## config.mk

```make
export PLATFORM = sky130hd
export DESIGN_NAME = imem_loader
export DESIGN_NICKNAME = d
export VERILOG_FILES = /design/src/rtl/imem_loader.sv
export SDC_FILE = /design/constraint.sdc
export NUM_CORES = 1
export LEC_CHECK = 0
export ABC_CLOCK_PERIOD_IN_PS = 4700
export CORE_ASPECT_RATIO = 0.9
export CORE_MARGIN = 5
export CORE_UTILIZATION = 50
export DETAILED_ROUTE_END_ITERATION = 12
export PLACE_DENSITY = 0.62
export SLEW_MARGIN = 20
export SYNTH_ARGS = -nofsm -noshare
export SYNTH_HDL_FRONTEND = slang
export SYNTH_SLANG_ARGS = --single-unit
```

## constraint.sdc

```tcl
create_clock -name clk -period 4.7 [get_ports clk]
set_clock_uncertainty 0.15 [all_clocks]
set_input_delay 0.94 -clock clk [delete_from_list [all_inputs] [get_ports clk]]
set_output_delay 0.94 -clock clk [all_outputs]
set_load 0.02 [all_outputs]
```

## src/rtl/imem_loader.sv

```systemverilog
// imem_loader: byte-serial writer for the core's 16-entry instruction RAM.
// Takes a length-prefixed stream of little-endian 32-bit words over a
// valid/ready byte handshake, fills the RAM and releases the core via
// core_run once the load completes. The RAM is read combinationally at pc.
//
// Optional feature: define IMEM_CHECKSUM_EN to require a trailing XOR
// checksum byte (count byte ^ all payload bytes) before entering RUN.
//
// Ports:
//   clk, rst_n  clock, asynchronous active-low reset
//   byte_in     load stream byte
//   byte_valid  byte_in valid
//   byte_ready  loader accepts a byte this cycle
//   load_start  single-cycle request to begin/restart a load
//   pc          core fetch address
//   instr       instruction at pc, 0 when the entry is not loaded
//   core_run    core may advance pc and write back
//   load_done   one-cycle pulse on successful load
//   err         load failed; sticky until load_start or reset
module imem_loader #(
    parameter int unsigned DEPTH  = 16,
    parameter int unsigned ADDR_W = 4
) (
    input  logic              clk,
    input  logic              rst_n,
    input  logic [7:0]        byte_in,
    input  logic              byte_valid,
    output logic              byte_ready,
    input  logic              load_start,
    input  logic [ADDR_W-1:0] pc,
    output logic [31:0]       instr,
    output logic              core_run,
    output logic              load_done,
    output logic              err
);

    localparam int unsigned CNT_W = ADDR_W + 1;

    localparam logic [2:0] S_IDLE      = 3'd0;
    localparam logic [2:0] S_LOAD_CNT  = 3'd1;
    localparam logic [2:0] S_LOAD_DATA = 3'd2;
    localparam logic [2:0] S_RUN       = 3'd3;
    localparam logic [2:0] S_ERR       = 3'd4;
`ifdef IMEM_CHECKSUM_EN
    localparam logic [2:0] S_LOAD_SUM  = 3'd5;
`endif

    logic [2:0]        state_q, state_d;
    logic [1:0]        idx_q, idx_d;
    logic [ADDR_W-1:0] addr_q, addr_d;
    logic [CNT_W-1:0]  nwords_q, nwords_d;
    logic [23:0]       wbuf_q, wbuf_d;
`ifdef IMEM_CHECKSUM_EN
    logic [7:0]        acc_q, acc_d;
`endif

    logic              byte_ready_q, core_run_q, load_done_q, err_q;
    logic              loading_d;

    logic              accept_c;
    logic              we_c;
    logic [31:0]       wdata_c;
    logic              valid_clr_c;

    logic [DEPTH-1:0]  valid_q;
    logic [31:0]       ram [DEPTH];

    // load_start has priority: a byte offered in the same cycle is dropped
    assign accept_c = byte_valid && byte_ready_q && !load_start;

    // Next-state, datapath and RAM write control
    always_comb begin
        state_d     = state_q;
        idx_d       = idx_q;
        addr_d      = addr_q;
        nwords_d    = nwords_q;
        wbuf_d      = wbuf_q;
`ifdef IMEM_CHECKSUM_EN
        acc_d       = acc_q;
`endif
        we_c        = 1'b0;
        wdata_c     = 32'h0;
        valid_clr_c = 1'b0;
        loading_d   = 1'b0;

        if (load_start) begin
            state_d     = S_LOAD_CNT;
            idx_d       = 2'd0;
            addr_d      = '0;
            nwords_d    = '0;
`ifdef IMEM_CHECKSUM_EN
            acc_d       = 8'h0;
`endif
            valid_clr_c = 1'b1;
        end else begin
            case (state_q)
                S_LOAD_CNT: begin
                    if (accept_c) begin
                        if (byte_in > 8'(DEPTH)) begin
                            state_d = S_ERR;
                        end else begin
                            // count 0 encodes a full RAM
                            nwords_d = (byte_in == 8'h0) ? CNT_W'(DEPTH) : CNT_W'(byte_in);
`ifdef IMEM_CHECKSUM_EN
                            acc_d    = byte_in;
`endif
                            state_d  = S_LOAD_DATA;
                        end
                    end
                end
                S_LOAD_DATA: begin
                    if (accept_c) begin
`ifdef IMEM_CHECKSUM_EN
                        acc_d = acc_q ^ byte_in;
`endif
                        if (idx_q == 2'd3) begin
                            we_c    = 1'b1;
                            wdata_c = {byte_in, wbuf_q};
                            addr_d  = addr_q + ADDR_W'(1);
                            idx_d   = 2'd0;
                            if ((CNT_W'(addr_q) + CNT_W'(1)) == nwords_q) begin
`ifdef IMEM_CHECKSUM_EN
                                state_d = S_LOAD_SUM;
`else
                                state_d = S_RUN;
`endif
                            end
                        end else begin
                            // little-endian: first byte lands in bits [7:0]
                            case (idx_q)
                                2'd0:    wbuf_d[7:0]   = byte_in;
                                2'd1:    wbuf_d[15:8]  = byte_in;
                                default: wbuf_d[23:16] = byte_in;
                            endcase
                            idx_d = idx_q + 2'd1;
                        end
                    end
                end
`ifdef IMEM_CHECKSUM_EN
                S_LOAD_SUM: begin
                    if (accept_c) begin
                        state_d = (byte_in == acc_q) ? S_RUN : S_ERR;
                    end
                end
`endif
                default: begin
                end
            endcase
        end

        loading_d = (state_d == S_LOAD_CNT) || (state_d == S_LOAD_DATA);
`ifdef IMEM_CHECKSUM_EN
        loading_d = loading_d || (state_d == S_LOAD_SUM);
`endif
    end

    // State, datapath and registered outputs
    always_ff @(posedge clk or negedge rst_n) begin
        if (!rst_n) begin
            state_q      <= S_IDLE;
            idx_q        <= 2'd0;
            addr_q       <= '0;
            nwords_q     <= '0;
            wbuf_q       <= 24'h0;
`ifdef IMEM_CHECKSUM_EN
            acc_q        <= 8'h0;
`endif
            byte_ready_q <= 1'b0;
            core_run_q   <= 1'b0;
            load_done_q  <= 1'b0;
            err_q        <= 1'b0;
        end else begin
            state_q      <= state_d;
            idx_q        <= idx_d;
            addr_q       <= addr_d;
            nwords_q     <= nwords_d;
            wbuf_q       <= wbuf_d;
`ifdef IMEM_CHECKSUM_EN
            acc_q        <= acc_d;
`endif
            byte_ready_q <= loading_d;
            core_run_q   <= (state_d == S_RUN);
            load_done_q  <= (state_d == S_RUN) && (state_q != S_RUN);
            err_q        <= (state_d == S_ERR);
        end
    end

    // Per-entry valid bits gate every read
    always_ff @(posedge clk or negedge rst_n) begin
        if (!rst_n) begin
            valid_q <= '0;
        end else if (valid_clr_c) begin
            valid_q <= '0;
        end else if (we_c) begin
            valid_q[addr_q] <= 1'b1;
        end
    end

    // Instruction storage, deliberately not reset
    always_ff @(posedge clk) begin
        if (we_c) begin
            ram[addr_q] <= wdata_c;
        end
    end

    assign instr      = valid_q[pc] ? ram[pc] : 32'h0;
    assign byte_ready = byte_ready_q;
    assign core_run   = core_run_q;
    assign load_done  = load_done_q;
    assign err        = err_q;

endmodule

```

==> implementation parameters <==
Parameter                              Value

Clock network
  Clock root buffer ... sky130_fd_sc_hd__clkbuf_16
  # clock sinks ... 570
  Htree depth ... 2
  Maximum root-to-sink buffer count ... 3
  Total setup buffers inserted after CTS ... 0
  Gates resized, CTS repair ... 0
  Clock-pin slew of the registers on the worst-case setup and hold paths ... roughly 60 ps
  Hold-fix buffer count after cts ... 0
  Clock buffers created by TritonCTS ... 57
  Worst skew pair latency ... around 600 ps
  Clock tree from TritonCTS ... built

Power and ir drop
  Proportion of power drawn by combinational gates ... between 2 and 3%
  Cell internal power dissipation ... 8.10 mW
  Clock network fraction of design power ... 43.4%
  Power density cells ... 393 nW/um2
  Seq pwr share ... between 50% and 60%
  Lkg Pwr ... around 9.3 nW
  Switching power ... 2.04 mW
  Largest vdd supply drop ... around 0.28 mV
  Net switching share of the total power ... 20.1%
  Final Total Pwr ... around 10 mW

STA
  Slew at the pin closest to its max-slew limit ... between 900 and 1000 ps
  Setup repair after global routing missed its margin ... false
  Accumulated negative setup slack ... 0 ps
  Crit share post-route ... between 90 and 100%
  Highest clock rate ... 231 MHz
  Worst slew margin relative to its limit ... between 30% and 40%
  Final-layout worst hold slack ... roughly 340 ps
  Final Slew Violations ... 0
  Hold Vio Cnt, Final ... 0
  Minimum clock period after layout ... about 4300 ps
  Final setup violation count ... 0

Placement
  DP Cell Count ... around 1,700
  Port bufs ... 51
  Detail Placement HPWL ... between 20 and 30 mm
  Final RePlAce weighted congestion ... ~0.74

GRT
  Number of antenna violations at the first check in global routing ... 2
  Tot GR Track Use ... approximately a fifth
  Via count of the first global-routing pass ... ~11,000
  Global-route wire length before repair ... 71.8 mm
  Overflow left after global routing ... 0
  Maximum number of pins on one net before global-route repair ... 41

Hold path
  Hold WC Path Type ... input port to async pin

Final layout
  Leading cell types in the layout, fill and taps excluded ... sky130_fd_sc_hd__edfxtp_1 (512), sky130_fd_sc_hd__mux4_2 (164), sky130_fd_sc_hd__clkbuf_16 (59), sky130_fd_sc_hd__dfrtp_1 (58), sky130_fd_sc_hd__buf_4 (47)
  Leading cell type in the layout, fill and taps excluded ... sky130_fd_sc_hd__edfxtp_1
  Area of the multi-input gates ... 5280 um2
  Area used by sequential logic in the layout ... 16,800 um2
  Post-layout net count ... roughly 1,100
  Number of standard cells in the final layout excluding fillers ... 1,767
  ANT cells ... 0
  Ratio of cells with drive above 1 in the final layout ... between 30% and 40%
  Area delta synth->final ... 15.8%
  Number of filler instances in the final layout ... between 3,000 and 4,000

Yosys
  Most used DFF post-synth ... sky130_fd_sc_hd__edfxtp_1
  Cell count after synthesis ... 1,000
  Number of enable flip-flop cells after synthesis ... 512
  Cell Area, Synth ... 22,300 um2
  Post-Syn Area per Cell ... ~22 um2
  Part of the Yosys area used for sequential elements ... around three quarters
  Synth async-reset ratio ... 10.2%
  Number of warnings reported in the yosys synthesis log ... 0
  FF+latch count, synth ... 570
  Number of different library cells in the post-synthesis netlist ... 40
  Syn_nets ... 1,023

Route
  Post-detailed-routing wire length ... 48.6 mm
  Post-route DRC violation count ... 0
  Number of violations reported at the end of detailed-routing iteration 0 ... about 1,200
  Number of nets still failing antenna checks after routing ... 0
  Post-DR vias/cell ... around 5.9
  Avg WL per Cell ... ~27 um
  Vias after detailed routing ... 10,300
  First-pass iteration count of the detailed router ... 5

Setup path
  Most frequent cell on the critical path ... sky130_fd_sc_hd__mux4_2
  Launching instance or port of the critical path ... pc[0]
  Kind of end point of the critical path ... primary output
  Depth of the worst register-to-register path ... 7
  CP max-delay cell ... sky130_fd_sc_hd__mux4_2
  CP required ... around 3600 ps
  Worst-path fanout max ... 39
  RR Endpoint ... ram[3][24]
  Type of origin of the critical path ... input port
  FF-to-FF setup slack ... around 2000 ps
  CP bufs+invs ... 3
  Worst Path Class, Setup ... input port to primary output
  Arrival time of the worst setup path ... about 3200 ps
  Last element of the critical path ... instr[14]
  Crit path max-delay family ... buffers and inverters
  Chain of cells forming the critical path ... clkbuf_8 > buf_12 > mux4_2 > mux4_2 > nor2b_1 > clkdlybuf4s50_1
  Number of cells on the critical path ... 6
  Slowest Stage Delay on Critical Path ... between 500 and 600 ps
  Reg-to-reg startpoint ... idx_q[0]

Floorplan
  Area enclosed by the die boundary ... 48,900 um2
  Site row count ... between 70 and 80
  X dimension of the die ... ~230 um
  Vertical die dimension ... 210 um
  Starting density of the core ... about half
  Num ports ... between 50 and 60
  Floorplan Core Area ... between 40,000 and 50,000 um2

Job
  Number of max-cap violations ... 0

Status
  Result of the run ... completed
-- power by group through the flow --
stage / clock network (mW) / logic (mW) / registers [mW]
6_report: 4.40 / 0.282 / 5.46
5_1_grt: 4.71 / 0.302 / 5.46
4_1_cts: 4.50 / 0.288 / 5.46
3_5_place_dp: 0 / 0.288 / 5.57
3_3_place_gp: 0 / 0.287 / 5.56
2_1_floorplan: 0 / 0.168 / 5.57
-- worst min path at each step --
stage	slack, ps	from	endpoint	depth (start not counted)
3_3_place_gp	320	valid_q[0]	valid_q[0]	1
3_5_place_dp	330	valid_q[6]	valid_q[6]	1
5_1_grt	350	valid_q[7]	valid_q[7]	1
2_1_floorplan	310	valid_q[12]	valid_q[12]	1
4_1_cts	340	rst_n	addr_q[0]	1
6_report	340	rst_n	nwords_q[1]	1
-- registers in the layout, indices dropped and copies added, names as in the netlist --
signal      count
load_done       1
addr_q          4
nwords_q        5
ram           512
byte_ready      1
core_run        1
wbuf_q         24
state_q         3
idx_q           2
valid_q        16
err             1
-- cell type report --
type,count,share of cell area [%]
clock inverters,33,1.00
clock buffers,74,6.09
repair buffers,110,4.29
multi-input cells,372,20.5
flip-flops and latches,570,65.1
inverters,8,0.116
well taps,600,2.91
-- worst reg2reg max path: stages (launching register included) --
cell and delay (ps):
sky130_fd_sc_hd__dfrtp_1 400, sky130_fd_sc_hd__ha_1 190, sky130_fd_sc_hd__inv_1 100, sky130_fd_sc_hd__nor4_4 300, sky130_fd_sc_hd__buf_4 250, sky130_fd_sc_hd__nand2_1 270
sky130_fd_sc_hd__nor3_2 240, sky130_fd_sc_hd__buf_4 450
-- through the flow --
step	worst slack (ps)	area [um2]	utilization (%)
6_report	367	25800	58.5
3_5_place_dp	332	24000	54.4
3_3_place_gp	328	24000	54.4
2_1_floorplan	50.7	22300	-
4_1_cts	335	25800	58.5
5_1_grt	254	25800	58.5
-- layer usage --
metal	vias to the layer above	routed length, um	track usage (%)	part of all wire, %
li1	4392	-	-	-
met1	5558	21200	30.1	44
met2	328	23600	32.3	49
met3	60	2950	3.02	6.1
met4	0	844	4.87	1.7
met5	-	0	0	0
-- logic make-up after synthesis --
logic type | Yosys count | share of synthesized area, %
flops | 570 | 75.4
mux | 194 | 18.1
simple gates | 130 | 3.32
buf+inv | 58 | 1.45
compound gates | 35 | 1.11
fa+ha+maj | 7 | 0.393
xor+xnor | 6 | 0.236
-- cells in the mapped netlist (7+ instances only) --
master                     number  share of area [%]
sky130_fd_sc_hd__mux2_2        26                1.3
sky130_fd_sc_hd__and2_1        34               0.95
sky130_fd_sc_hd__inv_1          8               0.13
sky130_fd_sc_hd__o21a_1        18               0.61
sky130_fd_sc_hd__nand2b_1       7               0.20
sky130_fd_sc_hd__clkbuf_1      25               0.42
sky130_fd_sc_hd__nor2_1        20               0.34
sky130_fd_sc_hd__edfxtp_1     512                 69
sky130_fd_sc_hd__buf_6         13               0.66
sky130_fd_sc_hd__dfrtp_1       58                6.5
sky130_fd_sc_hd__mux4_2       164                 17
sky130_fd_sc_hd__nor2b_1       33               0.93
sky130_fd_sc_hd__ha_1           7               0.39
sky130_fd_sc_hd__buf_1          9               0.15
sky130_fd_sc_hd__nand2_1       10               0.17
sky130_fd_sc_hd__nor3_1        10               0.22
Power figures use the tool's default switching activity.
